<file path="config.mk">
export PLATFORM = sky130hd
export DESIGN_NAME = vec_compare_seq
export DESIGN_NICKNAME = d
export VERILOG_FILES = /design/src/rtl/vec_compare_seq.sv
export SDC_FILE = /design/constraint.sdc
export NUM_CORES = 1
export LEC_CHECK = 0
export BUFFER_PORTS_ARGS = -buffer_cell sky130_fd_sc_hd__buf_2
export CORE_MARGIN = 3
export CORE_UTILIZATION = 40
export DETAILED_ROUTE_END_ITERATION = 7
export GPL_ROUTABILITY_DRIVEN = 0
export PLACE_DENSITY = 0.67
export SLEW_MARGIN = 20
export SYNTH_ARGS = -nofsm -noshare
export SYNTH_HDL_FRONTEND = slang
export SYNTH_SLANG_ARGS = --single-unit
</file>
<file path="constraint.sdc">
create_clock -name clk -period 2.62 [get_ports clk]
set_input_delay 0.655 -clock clk [delete_from_list [all_inputs] [get_ports clk]]
set_output_delay 0.655 -clock clk [all_outputs]
set_load 0.03 [all_outputs]
</file>
<file path="src/rtl/vec_compare_seq.sv">
// vec_compare_seq
//   Drives the shared W-bit compare unit (A-B, zero flag) one lane per cycle
//   over a packed operand pair, then returns one result record.
//
// Ports
//   clk, rst_n                 clock, asynchronous active-low reset
//   start_valid/start_ready    operand pair offered / accepted (ready only in IDLE)
//   vec_a, vec_b, early_exit   operands (lane i = [i*W +: W]) and early-stop flag,
//                              all captured on the accepting edge
//   cmp_a, cmp_b -> cmp_c, cmp_zero
//                              lane operands out to the compare unit, difference
//                              and zero flag back (purely combinational unit)
//   done_valid/done_ready      result offered / taken by writeback
//   eq_mask, all_eq, diff_found, first_diff_idx, diff_value
//                              result record, constant while done_valid=1
//   dbg_state_o                current FSM state for observation
//
// Handshakes: a transfer happens on a rising edge where valid and ready are
// both high. Once done_valid rises it stays high, with every result field
// unchanged, until the edge on which done_ready is seen high.

module vec_compare_seq #(
  parameter int LANES = 8,
  parameter int W     = 4,
  parameter int IDX_W = $clog2(LANES)
) (
  input  logic                 clk,
  input  logic                 rst_n,
  input  logic                 start_valid,
  output logic                 start_ready,
  input  logic [LANES*W-1:0]   vec_a,
  input  logic [LANES*W-1:0]   vec_b,
  input  logic                 early_exit,
  output logic [W-1:0]         cmp_a,
  output logic [W-1:0]         cmp_b,
  input  logic [W-1:0]         cmp_c,
  input  logic                 cmp_zero,
  output logic                 done_valid,
  input  logic                 done_ready,
  output logic [LANES-1:0]     eq_mask,
  output logic                 all_eq,
  output logic                 diff_found,
  output logic [IDX_W-1:0]     first_diff_idx,
  output logic [W-1:0]         diff_value,
  output logic [1:0]           dbg_state_o
);

  typedef enum logic [1:0] {
    S_IDLE = 2'd0,
    S_RUN  = 2'd1,
    S_DONE = 2'd2
  } state_e;

  state_e               state_q;
  logic [IDX_W-1:0]     idx_q;
  logic [LANES*W-1:0]   a_q;
  logic [LANES*W-1:0]   b_q;
  logic                 early_q;
  logic [LANES-1:0]     eq_mask_q;
  logic                 diff_found_q;
  logic [IDX_W-1:0]     first_idx_q;
  logic [W-1:0]         diff_val_q;

  logic                 last_lane;

  assign last_lane = (idx_q == IDX_W'(LANES - 1));

  always_ff @(posedge clk or negedge rst_n) begin
    if (!rst_n) begin
      state_q      <= S_IDLE;
      idx_q        <= '0;
      a_q          <= '0;
      b_q          <= '0;
      early_q      <= 1'b0;
      eq_mask_q    <= '0;
      diff_found_q <= 1'b0;
      first_idx_q  <= '0;
      diff_val_q   <= '0;
    end else begin
      case (state_q)
        S_IDLE: begin
          if (start_valid) begin
            a_q          <= vec_a;
            b_q          <= vec_b;
            early_q      <= early_exit;
            idx_q        <= '0;
            eq_mask_q    <= '0;
            diff_found_q <= 1'b0;
            first_idx_q  <= '0;
            diff_val_q   <= '0;
            state_q      <= S_RUN;
          end
        end
        S_RUN: begin
          eq_mask_q[idx_q] <= cmp_zero;
          // Only the lowest mismatching lane is recorded; later ones are ignored.
          if (!cmp_zero && !diff_found_q) begin
            diff_found_q <= 1'b1;
            first_idx_q  <= idx_q;
            diff_val_q   <= cmp_c;
          end
          if (last_lane || (early_q && !cmp_zero)) begin
            state_q <= S_DONE;
          end else begin
            idx_q <= idx_q + IDX_W'(1);
          end
        end
        S_DONE: begin
          if (done_ready) begin
            state_q <= S_IDLE;
          end
        end
        default: state_q <= S_IDLE;
      endcase
    end
  end

  // Lane operands come straight from the latched vectors so the compare unit
  // result is sampled in the same cycle the lane is presented.
  always_comb begin
    cmp_a = '0;
    cmp_b = '0;
    if (state_q == S_RUN) begin
      cmp_a = a_q[int'(idx_q) * W +: W];
      cmp_b = b_q[int'(idx_q) * W +: W];
    end
  end

  assign start_ready    = (state_q == S_IDLE);
  assign done_valid     = (state_q == S_DONE);
  assign eq_mask        = eq_mask_q;
  assign diff_found     = diff_found_q;
  assign first_diff_idx = first_idx_q;
  assign diff_value     = diff_val_q;
  // all_eq is only meaningful alongside done_valid.
  assign all_eq         = (state_q == S_DONE) && !diff_found_q;
  assign dbg_state_o    = state_q;

endmodule
</file>
### Yosys cells after proc, flatten, opt, wreduce, memory -nomap -nowiden

Index checks and enable logic that the tools add are counted.

* add/subtract/negate cells: 1
* multipliers: 0
* div/mod/pow operators: 0
* $lt $le $gt $ge: 2
* equal/unequal tests: 8
* shift operators: 2
* mux-type cells: 22
* bitwise logic cells: 0
* reductions and logical operators: 14

Operators with widths (number)
* $shiftx A32 B6 Y4: 2
* $mux W4: 4
* $pmux W8 S2: 1
* $pmux W3 S2: 2
* $mux W3: 3
* $reduce_and A3 Y1: 3
* $bwmux W8: 1
* $mux W8: 1
* $ne A2 B2 Y1 const B: 4
* $pmux W4 S2: 1
* $mux W2: 3
* $pmux W2 S3: 1
* $logic_and A1 B1 Y1: 4
* $lt A3 B4 Y1 const B: 1
* $reduce_and A2 Y1: 2
* $add A3 B1 Y3 const B: 1
* $demux W1 S3: 1
* $eq A3 B3 Y1 const B: 1
* $ge A3 B1 Y1 const B: 1
* $mux W1: 3
* $eq A2 B1 Y1 const B: 1
* $eq A2 B2 Y1 const B: 1
* $logic_not A1 Y1: 2
* $logic_not A2 Y1: 1
* other kinds (4): 4

* register bits: 86
* bits in latches: 0
* memory bits (writable): 0
* bits in read-only memories: 0
* word-level logic and storage cells: 58
* memories: 0

### Longest topological paths before layout

Gate-level depths: netlist (run 1).

* depth in word-level cells: 6
* mapped depth: 6
* depth with buffers taken out: 5

### Worst setup path before layout (run 1)

No wires, ideal clock.

* path kind: reg-to-output
* start point: register idx_q[0]
* end point: output cmp_a[3]
* arrival: 1613 ps
* required time: 1965 ps
* path slack: 352 ps
* stages on the path, launching flop included: 6
* cells stage by stage: dfrtp_1 > buf_2 > nor2_1 > a221o_1 > o21ai_0 > a21oi_1

* cells in the longest elaborated chain, start to end: 2

Ends and longest elaborated chain
* from (decl): RTL line 55 `logic [IDX_W-1:0] idx_q;`
* from (signal assigned): RTL line 105 `idx_q <= idx_q + IDX_W'(1);`
* $shiftx A32 B6 Y4: RTL line 124 `cmp_a = a_q[int'(idx_q) * W +: W];`
* $mux W4: RTL line 123 `if (state_q == S_RUN) begin`
* to (decl): RTL line 34 `output logic [W-1:0] cmp_a,`

Every way passes these cells.

### Worst setup path after layout (run 1)

* start point: register idx_q[0]
* end point: output cmp_a[2]

Same word-level chain as after synthesis.

==> results of run 1 <==
## metrics by stage
step	setup slack, ns	area, um^2	std cells	hold slack, ns
2_1_floorplan	0.352	4060	445	0.359
3_5_place_dp	0.306	4680	667	0.456
3_3_place_gp	0.310	4680	667	0.458
5_1_grt	-0.0391	5020	690	0.392
4_1_cts	0.00577	4930	684	0.362
6_report	0.0412	5020	690	0.341
## synthesized netlist by cell type, types with 2 or more instances
library cell / instances
sky130_fd_sc_hd__buf_6: 4
sky130_fd_sc_hd__a21o_1: 2
sky130_fd_sc_hd__o22ai_1: 4
sky130_fd_sc_hd__nor2b_1: 5
sky130_fd_sc_hd__buf_2: 14
sky130_fd_sc_hd__a221oi_1: 2
sky130_fd_sc_hd__ha_1: 2
sky130_fd_sc_hd__a22o_1: 17
sky130_fd_sc_hd__clkbuf_1: 3
sky130_fd_sc_hd__nand2_1: 210
sky130_fd_sc_hd__a21oi_1: 12
sky130_fd_sc_hd__nor2_1: 6
sky130_fd_sc_hd__nand2b_1: 4
sky130_fd_sc_hd__mux2i_1: 13
sky130_fd_sc_hd__o2bb2ai_1: 3
sky130_fd_sc_hd__nand3_1: 6
sky130_fd_sc_hd__buf_4: 7
sky130_fd_sc_hd__o21ai_0: 5
sky130_fd_sc_hd__mux2_2: 7
sky130_fd_sc_hd__o21ai_1: 2
sky130_fd_sc_hd__a22oi_1: 4
sky130_fd_sc_hd__a32oi_1: 2
sky130_fd_sc_hd__o32ai_1: 2
sky130_fd_sc_hd__nor3b_2: 2
sky130_fd_sc_hd__inv_2: 2
sky130_fd_sc_hd__inv_1: 3
sky130_fd_sc_hd__dfrtp_1: 86
## cell type report
class / count / area, um^2
Inverter: 5 / 18.8
Tap cell: 133 / 166
Fill cell: 956 / 4800
Clock buffer: 11 / 151
Sequential cell: 86 / 2160
Clock inverter: 5 / 81.3
Timing Repair Buffer: 124 / 701
Multi-Input combinational cell: 326 / 1750
## how the worst max path moves through the flow
| stage | start | endpoint | slack, ns | depth (start not counted) |
|---|---|---|---|---|
| 6_report | idx_q[0]$_DFFE_PN0P_ | cmp_a[2] | 0.04 | 5 |
| 5_1_grt | idx_q[2]$_DFFE_PN0P_ | cmp_b[0] | -0.04 | 7 |
| 4_1_cts | idx_q[0]$_DFFE_PN0P_ | cmp_a[2] | 0.006 | 5 |
| 3_5_place_dp | idx_q[1]$_DFFE_PN0P_ | cmp_b[2] | 0.31 | 5 |
| 3_3_place_gp | idx_q[2]$_DFFE_PN0P_ | cmp_a[1] | 0.31 | 6 |
| 2_1_floorplan | idx_q[0]$_DFFE_PN0P_ | cmp_a[3] | 0.35 | 5 |
## power by group
group | switching, uW | leakage [uW] | internal (uW)
clock | 482 | 0.000116 | 589
sequential | 450 | 0.00108 | 1920
combinational | 1680 | 0.00148 | 1080
## state kept, by name, indices dropped and copies added (netlist names)
name,cells
b_q,32
eq_mask,8
idx_q,3
early_q,1
first_diff_idx,3
diff_value,4
diff_found,1
dbg_state_o,2
a_q,32
## layer usage
| metal | share of wire, % | vias up | GRT usage, % |
|---|---|---|---|
| li1 | - | 1685 | - |
| met1 | 46 | 1632 | 26.7 |
| met2 | 47 | 103 | 30.5 |
| met3 | 5.3 | 13 | 3.79 |
| met4 | 1.7 | 0 | 6.58 |
| met5 | 0 | - | 0 |
## worst reg2reg max path, cell delays in order (launching register included)
cell,delay [ns]
sky130_fd_sc_hd__dfrtp_2,0.50
sky130_fd_sc_hd__buf_6,0.18
sky130_fd_sc_hd__ha_1,0.20
sky130_fd_sc_hd__ha_1,0.24
sky130_fd_sc_hd__a211o_1,0.35
sky130_fd_sc_hd__a21o_1,0.23
sky130_fd_sc_hd__o2bb2ai_1,0.14
## repair_timing
action,CTS,global route
endpoints found under the setup margin,8,8
setup buffers,1,6
cloned,0,0
resized for setup,4,12
## cells by family (layout without fill, tap and decap cells)
family,Yosys count,in the layout
AO/OA/AOI/OAI,65,65
flip-flops,86,86
buffers and inverters,33,145
adder cells (fa/ha/maj),2,2
multiplexers,20,20
AND/OR/NAND/NOR,239,239
==> impl_summary.md, run 1 <==
Status
The run finished with clean final reports.

CTS
The clock sink total is 86. The root buffer cell chosen for the clock tree is sky130_fd_sc_hd__clkbuf_8. At the later pin of the worst-skew pair, clock insertion delay measures 0.37 ns. After clock tree synthesis, the flow added hold-fix buffers numbering 0. The clock transition time at the flip-flop clock pins of the worst setup and hold paths is 0.09 ns. The longest clock path from root to sink contains 2 buffers. The number of buffers added by the clock tree synthesis step is 9. The H-tree was split into 3 levels. The CTS tree is done.

Timing
The worst slew margin relative to its limit is 50.5%. Derived from the worst setup path, the maximum achievable clock frequency is 388 MHz. The worst-case clock skew is 0.0101 ns. The smallest clock period supported by the final layout is computed as 2.58 ns. The post-route setup TNS is 0 ns.

The part of the cycle the worst path needs is 98.4%. For the pin with the worst max-slew slack, the measured transition is 0.743 ns. The setup violation total in the final timing report is 0. The count of endpoints failing hold in the final timing report is 0.

Setup repair after global routing could not meet its margin everywhere. The number of pins with negative max-slew slack in the final report was 0.

Floorplanning
The die covers 11400 um^2. In this run the standard cell core region covers 9820 um^2. The site row count is 36. The overall die width is 107 um. The number of top-level pins is 103. The vertical die dimension is 107 um. The starting density of the core is 41.4%.

Setup path
The worst register-to-register path has a setup slack of 0.66 ns. The buffer and inverter count on the worst path is 2. The type of element capturing the critical path is an output pin. The worst register-to-register path begins at idx_q[0]$_DFFE_PN0P_. The category of cells accounting for the largest share of critical-path delay is flip-flops. Among all stages on the critical path, the largest delay is contributed by sky130_fd_sc_hd__dfrtp_2. The critical path data arrival time is 1.92 ns.

Of all nets on the critical path, the largest fanout is 13. The critical register-to-register path endpoint is idx_q[2]$_DFFE_PN0P_. The critical path goes through buf_6 > mux2_2 > a22oi_1 > a21oi_1 > buf_2. STA classifies the critical path startpoint as a flop. The peak per-stage delay on the critical path is 0.49 ns. The worst-case reg-to-reg path depth is 6. The critical path start-end classification is flop to output pin. The required time reported for the critical path endpoint is 1.97 ns.

Routing
The number of routed nets with antenna violations is 0. The pre-antenna-repair detailed-routing pass consisted of 4 iterations. In the routed layout, each cell is associated on average with a via count of 4.98. The number of remaining DRC errors is 0. The via count is 3433. The wire length after detailed routing is 10600 um. In this run, the number of DRC markers left after iteration 0 of detailed routing was 368. In the final routed layout, each cell accounts on average for 15.4 um.

GRT
The first global-routing pass estimated 17300 um of wire. The number of global-route vias before repair is 3399. The pin count of the biggest net entering global routing is 59. The global-route total usage across every layer is 19.3%. The initial antenna violation count is 0. Summed over all layers, the global routing overflow is 0.

Logic synthesis
Counting distinct cell types in the post-synthesis netlist gives 43. The post-synthesis compound-gate area fraction is 12.2%. The share of synthesized area in the top cell type comes to 53.0%. Of all cell types, the one taking the most synthesized area is sky130_fd_sc_hd__dfrtp_1. For this run, the leading register cell type out of synthesis is sky130_fd_sc_hd__dfrtp_1. The number of synthesized register bits is 86. The instance count of the mapped netlist is 445.

Counting flops with a built-in enable in the synthesized netlist gives 0. The total of warnings raised by yosys is 0. Counting every net in the synthesized netlist gives 521.

The average instance area after synthesis is 9.13 um^2. Multiplexer cells account for 5.14% of the synthesized area. Summing every instance area after synthesis gives 4060 um^2.

After synthesis, the largest family of logic cells by area is simple AND/OR/NAND/NOR gates. The simple-gate portion of the synthesized area is 24.2%. By area the synthesized netlist is led by sky130_fd_sc_hd__dfrtp_1 53%, sky130_fd_sc_hd__nand2_1 19%, sky130_fd_sc_hd__a22o_1 3.7%. Counting flops with an async set or reset pin after synthesis yields a share of 100%. The fraction of the mapped netlist area in adder cells is 0.616%. The portion of the post-synthesis area used by sequential elements is 53.0%. Summing the areas of all xor and xnor instances in the mapped netlist gives 0% of the synthesized area.

Placed design
The HPWL after detailed placement is 7720 um. During placement, the flow inserted port buffers numbering 102.

Layout
The net count of the finished layout is 628. At the end of the flow the core is filled with cells to 51.2%. The layout-stage area growth over the synthesis result is 23.7%. The share of layout cells above drive strength 1 is 29.4%. The number of antenna repair diodes is 0.

In the layout the commonest cells are 210 x sky130_fd_sc_hd__nand2_1, 100 x sky130_fd_sc_hd__buf_2, 83 x sky130_fd_sc_hd__dfrtp_1. The most common cell after layout, fill and taps aside is sky130_fd_sc_hd__nand2_1.

Power
The worst-case IR drop observed on VDD is 0.479 mV. The power density over the cells is 1230 nW/um^2. The analysis attributes to cell leakage a power of 0.00268 uW. Total power for the finished layout comes to 6200 uW.

Job
The reported max-cap violation count is 0.

Hold path
The min-delay analysis places its worst path in the category input port to asynchronous set/reset pin.
No activity file was read; power rests on OpenSTA's default activity.
==> inputs of run 2 (changes only) <==
PLACE_DENSITY = 0.69   (was 0.67)
clock period = 2.2 ns   (was 2.62 ns; I/O delays follow)
==> run 2 against run 1 <==
Compared with the run above:
- the flow now finishes with violations (setup timing)
- critical path depth increased by 1
- worst setup slack got worse by 0.24 ns
- power increased by 20%
- sequential cell count unchanged
- final cell count increased by 1.3%
- routed wire length decreased by 0.69%
- global-route usage increased by 0.19 points
- sequential power increased by 17%
- combinational power increased by 30%
- register-to-register slack got worse by 0.42 ns
- non-clock buffer count increased by 9
- final area increased by 2.0%
- critical path type unchanged
- highest routed layer unchanged
==> impl_summary.md, run 2 (synthesized netlist as in run 1, its figures left out) <==
Status
The run finished, with violations left. The final reports fail on setup timing.

Layout
The share of layout cells above drive strength 1 is 32.2% (+2.7 points). The final instance count without filler cells is 699 (+1.3%). In the layout the commonest cells are 210 x sky130_fd_sc_hd__nand2_1, 94 x sky130_fd_sc_hd__buf_2, 83 x sky130_fd_sc_hd__dfrtp_1. The library cell used most frequently in the layout, excluding fill and tap cells, is sky130_fd_sc_hd__nand2_1. Relative to the synthesized area, the layout overhead comes to 26.1%. The number of antenna repair diodes came to 0 (unchanged). The net count of the finished layout came to 637 (+1.4%).

Setup path
The critical path data arrival time was 1.85 ns (-0.07 ns). The worst-case reg-to-reg path depth is 7 (+1). The maximum fanout along the worst path is 6 (-7). The most critical setup path has its startpoint at idx_q[0]$_DFFE_PN0P_. The register-to-register path setup slack is 0.24 ns (-0.42 ns). The required time reported for the critical path endpoint was 1.65 ns (-0.32 ns).

The critical register-to-register path endpoint is idx_q[1]$_DFFE_PN0P_. The type of element capturing the critical path is an output pin. The standard cell with the maximum stage delay on the critical path is sky130_fd_sc_hd__dfrtp_2.

Walking the worst path, the cells encountered are buf_6 > nor2b_4 > a22o_1 > a221oi_2 > nor2_1 > buf_4. The critical path start-end classification is flop to output pin. STA classifies the critical path startpoint as a flop. Following the worst setup path forward leads to its endpoint at cmp_a[1]. The worst register-to-register path begins at idx_q[2]$_DFFE_PN0P_.

The peak per-stage delay on the critical path is 0.46 ns (-0.03 ns).

Power
The power density over the cells came to 1450 nW/um^2 (+18%). The worst supply voltage drop on vdd is 0.628 mV (+31%). The reported leakage power came to 0.00272 uW (+1.9%). The overall power is 7420 uW (+20%).

CTS
The latest clock arrival within the worst-skew pair came to 0.36 ns (about the same). The clock transition time at the flip-flop clock pins of the worst setup and hold paths is 0.09 ns (about the same). The clock sink total is 86 (unchanged). The number of levels the H-tree was split into is 3 (unchanged). The maximum clock insertion buffer count is 2 (unchanged).

The number of buffers added by the clock tree synthesis step is 9 (unchanged). The cell sitting at the root of the clock tree is a sky130_fd_sc_hd__clkbuf_8. The CTS tree is done.

GRT
The global-route wire length before repair is 17500 um (+0.92%). The initial antenna violation count came to 0 (unchanged). The pin count of the biggest net entering global routing was 44 (-25%). The global-route total usage across every layer was 19.5% (+0.19 points).

The number of global-route vias before repair is 3450 (+1.5%). The total congestion overflow after global routing is 0 (unchanged).

Routing
The wire length after detailed routing is 10600 um (-0.69%). The number of remaining DRC errors is 0 (unchanged). The per-cell routed wire length is 15.1 um (-2.0%). The first-pass iteration count of the detailed router is 4 (unchanged). The number of vias per cell after detailed routing came to 5.01 (+0.67%). The detailed-routed wire length on met2 is 4950 um (-1.6%). The number of routed nets with antenna violations was 0 (unchanged). The via count was 3501 (+2.0%). The met1 layer wirelength in the final routing is 4930 um (+1.2%). The first-iteration detailed-routing DRC count came to 207 (-44%).

The highest routing layer actually used is met4. The met3 wirelength from detailed routing came to 489 um (-13%).

Placed design
The detailed placement HPWL is 7860 um (+1.8%). The number of placed cells counting well taps is 676 (+1.3%). The count of buffers inserted at the top-level ports is 102 (unchanged). The post-placement setup slack is 0.0228 ns (-0.283 ns).

Hold path
In this run the worst hold path is classified as input port to asynchronous set/reset pin.

Timing
The transition time at the pin with the least slew margin came to 0.539 ns (-0.204 ns). The post-layout worst setup margin was -0.200 ns (-0.242 ns). The worst slew margin relative to its limit was 64.1% (+14 points). Setup repair after global routing could not meet its margin everywhere. The worst-case clock skew is 0.0123 ns (+0.00225 ns). The count of endpoints failing hold in the final timing report is 0 (unchanged). The post-route setup TNS is -1.37 ns (-1.37 ns). The number of pins with negative max-slew slack in the final report is 0 (unchanged). For this run, the top clock speed supported by timing is 417 MHz.

The part of the cycle the worst path needs is 109%. The final critical path time including I/O delays and setup is 2.40 ns. The setup violation total in the final timing report was 8 (+8).

Floorplanning
The site row count is 36 (unchanged). The core footprint came to 9820 um^2 (unchanged). The vertical die dimension came to 107 um (unchanged). The overall die width is 107 um (unchanged). The starting density of the core was 41.4% (unchanged).

The die area is 11400 um^2 (unchanged). The number of top-level pins is 103 (unchanged).

Job
The reported max-cap violation count is 0 (unchanged).
## run 2: cell types whose count changed in the layout (fill, tap and decap cells not counted), sizes merged
cell and delta:
buf +9, bufinv -2, clkbuf +2
## run 2: through the flow
step                      hold slack, ns  instance area (um^2)  util (%)
after floorplan                    0.254                  4060         -
after global placement             0.462                  4760      48.5
after detailed placement           0.466                  4760      48.5
after CTS                          0.175                  5080      51.7
after global routing               0.195                  5120      52.2
final                              0.153                  5120      52.2
## run 2: worst min-delay path by stage
stage,start,cells past startpoint,slack (ns),end
after floorplan,rst_n,0,0.25,a_q[0]$_DFFE_PN0P_
after global placement,b_q[29]$_DFFE_PN0P_,2,0.46,b_q[29]$_DFFE_PN0P_
after detailed placement,a_q[10]$_DFFE_PN0P_,2,0.47,a_q[10]$_DFFE_PN0P_
after CTS,rst_n,1,0.18,dbg_state_o[1]$_DFFE_PN0P_
after global routing,rst_n,1,0.19,early_q$_DFFE_PN0P_
final,rst_n,1,0.15,early_q$_DFFE_PN0P_
## run 2: report_power, final
part | total (uW) | internal (uW) | switching [uW]
clock network | 1060 | 500 | 560
logic | 3590 | 1470 | 2120
registers | 2780 | 2290 | 488
total | 7420 | 4250 | 3170
## run 2: cell type report
class / count / area [um^2]
inverter: 5 / 18.8
timing repair buffer: 133 / 798
tap: 133 / 166
multi-input combinational: 326 / 1800
sequential: 86 / 2160
clock inverter: 3 / 17.5
fill: 923 / 4700
clock buffer: 13 / 169
## run 2: repair_timing
action | 4_1_cts | 5_1_grt
endpoints found under the setup margin | 8 | 8
setup buffers | 4 | 2
pin swaps | 9 | 9
hold buffers | 0 | 0
resized for setup | 29 | 7
cloned | 1 | 0
## run 2: critical path: cells and delay by family, from the launching register on
family / cells / cell delay (ns)
buf+inv: 2 / 0.35
flops: 1 / 0.46
simple gates: 2 / 0.23
compound gates: 2 / 0.47
## run 2: routing by layer
layer	track usage [%]	up-vias
met5	0	-
met4	7.67	0
met3	3.43	15
met2	30.3	92
met1	27.3	1690
li1	-	1704
==> inputs of run 3 (changes only) <==
MAX_ROUTING_LAYER = met4   (was default)
==> run 3 against run 2 <==
Compared with the run above:
- critical path depth did not move
- count of clock-buffer cells in the layout did not move
- worst setup slack got worse by 0.0018 ns
- power barely moved
- register-to-register slack barely moved
- global-route usage rose by 0.56 points
- the run still ends with setup timing left
- hold slack got worse by 0.00098 ns
- clock power barely moved
==> impl_summary.md, run 3 (synthesized netlist as in run 1, its figures left out) <==
Status
The run finished, with violations left. The checks that failed: setup timing.

CTS
The clock sink total is 86 (unchanged). The clock transition time at the flip-flop clock pins of the worst setup and hold paths is 0.09 ns (about the same). The maximum clock insertion buffer count is 2 (unchanged). The CTS tree is done. The number of buffers added by the clock tree synthesis step is 9 (unchanged). The cell chosen for the clock root is sky130_fd_sc_hd__clkbuf_8. The number of levels the H-tree was split into was 3 (unchanged). The latest clock arrival within the worst-skew pair is 0.36 ns (about the same).

Timing
The count of endpoints failing hold in the final timing report was 0 (unchanged). The final critical path time including I/O delays and setup was 2.40 ns (+0.00175 ns). The transition time at the pin with the least slew margin is 0.546 ns (+0.00687 ns). The part of the cycle the worst path needs is 109% (about the same).

The upper clock frequency limit is 416 MHz (about the same). The post-layout worst setup margin is -0.202 ns (-0.00175 ns). Setup repair after global routing could not meet its margin everywhere.

The setup violation total in the final timing report came to 8 (unchanged). The number of pins with negative max-slew slack in the final report is 0 (unchanged). The worst slew margin relative to its limit is 63.6% (-0.46 points). The worst-case clock skew is 0.0119 ns (-0.000405 ns). The post-route setup TNS is -1.41 ns (-0.0372 ns).

Layout
The share of layout cells above drive strength 1 is 32.2% (unchanged). The layout-stage area growth over the synthesis result was 26.1% (unchanged). The finished layout cell area is 5120 um^2 (unchanged). In the layout the commonest cells are 210 x sky130_fd_sc_hd__nand2_1, 94 x sky130_fd_sc_hd__buf_2, 83 x sky130_fd_sc_hd__dfrtp_1.

The number of antenna repair diodes came to 0 (unchanged). The net count of the finished layout came to 637 (unchanged). The most common cell after layout, fill and taps aside is sky130_fd_sc_hd__nand2_1.

Power
The combinational power share is 48.4% (about the same). The worst supply voltage drop on vdd is 0.629 mV (+0.23%). The internal power summed over all cells is 4250 uW (about the same). The power density over the cells is 1450 nW/um^2 (about the same). The fraction of power consumed by sequential logic is 37.3% (about the same). The reported leakage power is 0.00272 uW (unchanged). The switching power share of the total is 42.7% (+0.053 points).

The net switching power is 3180 uW (+0.22%). The relative contribution of the clock network to total power is 14.3% (about the same).

Setup path
The peak per-stage delay on the critical path came to 0.46 ns (about the same). Traced cell by cell, the critical path runs through buf_4 > nor2b_1 > a22o_1 > a221oi_2 > nor2_1 > buf_4. The critical path data arrival time is 1.85 ns (about the same). STA classifies the critical path endpoint as an output pin. The maximum fanout along the worst path was 6 (unchanged). The register-to-register path setup slack is 0.24 ns (about the same).

The critical path is of the flop to output pin type. The buffer and inverter count on the worst path is 2 (unchanged). The cell occurring most often along the worst timing path is sky130_fd_sc_hd__buf_4. Among cell families on the critical path, the largest total delay comes from flip-flops. The slowest stage of the critical path is the sky130_fd_sc_hd__dfrtp_2 cell. The required time reported for the critical path endpoint is 1.65 ns (about the same). The type of element launching the critical path is a flop.

Floorplanning
The site row count is 36 (unchanged). The core footprint was 9820 um^2 (unchanged). The die area is 11400 um^2 (unchanged).

The vertical die dimension is 107 um (unchanged). The number of top-level pins is 103 (unchanged). The starting density of the core is 41.4% (unchanged). The overall die width is 107 um (unchanged).

GRT
The number of global-route vias before repair is 3461 (+0.32%). The pin count of the biggest net entering global routing is 44 (unchanged). The initial antenna violation count was 0 (unchanged).

The global-route wire length before repair was 17500 um (about the same). The total congestion overflow after global routing is 0 (unchanged). The global-route total usage across every layer came to 20.1% (+0.56 points).

Routing
The number of vias per cell after detailed routing is 5.00 (about the same). The first-iteration detailed-routing DRC count is 187 (-9.7%). The per-cell routed wire length was 15.2 um (+0.27%). The number of routed nets with antenna violations came to 0 (unchanged). The via count is 3498 (-0.086%). The wire length after detailed routing is 10600 um (+0.27%). The first-pass iteration count of the detailed router is 5 (+1). The number of remaining DRC errors is 0 (unchanged).

Placed design
The placement-stage cell area came to 4760 um^2 (unchanged). The detailed placement HPWL is 7860 um (unchanged). The count of buffers inserted at the top-level ports came to 102 (unchanged).

Hold path
The worst hold path belongs to the class input port to asynchronous set/reset pin.

Job
The reported max-cap violation count came to 0 (unchanged).
==> run 3: cell counts in the layout (fill, tap and decap cells not counted) <==
Identical to the previous run, type by type.
==> run 3: final timing paths <==
path	startpoint	to	cells past startpoint
setup / recovery	idx_q[0]$_DFFE_PN0P_	cmp_a[1]	6
setup reg to reg	idx_q[2]$_DFFE_PN0P_	idx_q[0]$_DFFE_PN0P_	7
hold / removal	rst_n	early_q$_DFFE_PN0P_	1
min in group clk	vec_a[14]	a_q[14]$_DFFE_PN0P_	3
max in group asynchronous	rst_n	a_q[23]$_DFFE_PN0P_	2
hold reg to reg	b_q[19]$_DFFE_PN0P_	b_q[19]$_DFFE_PN0P_	2
==> run 3: area by class of cell <==
cell class                 count  area [um^2]
timing repair buffer         133          798
sequential                    86         2160
multi-input combinational    326         1800
inverter                       5         18.8
clock buffer                  13          169
tap                          133          166
fill                         923         4700
clock inverter                 3         17.5
==> run 3: metal layers <==
layer  up-vias  GRT usage (%)  wire (um)
li1       1703              -          -
met1      1674           27.3       4890
met2       104           30.4       4950
met3        17           4.03        567
met4         0           6.58        180
met5         -              -          0
==> run 3: repair_timing <==
item,4_1_cts,5_1_grt
pin swaps,9,9
resized for setup,29,7
gates cloned,1,0
buffers inserted,4,2
hold buffers,0,0
endpoints found under the setup margin,8,8
==> run 3: power groups by stage <==
stage	clock network, uW	registers [uW]	logic, uW
floorplan	0	2830	2180
global placement	0	2780	3200
detailed placement	0	2790	3290
CTS	1080	2770	3530
global route	1150	2850	3960
finish	1060	2770	3600
==> run 3: through the flow <==
| step | hold slack [ns] | utilization, % | power [uW] | setup WS (ns) | std cells |
|---|---|---|---|---|---|
| 2_1_floorplan | 0.254 | - | 5010 | 0.0369 | 445 |
| 3_3_place_gp | 0.462 | 48.5 | 5980 | 0.0943 | 676 |
| 3_5_place_dp | 0.466 | 48.5 | 6080 | 0.0228 | 676 |
| 4_1_cts | 0.175 | 51.7 | 7380 | -0.202 | 697 |
| 5_1_grt | 0.191 | 52.2 | 7970 | -0.257 | 699 |
| 6_report | 0.152 | 52.2 | 7430 | -0.202 | 699 |
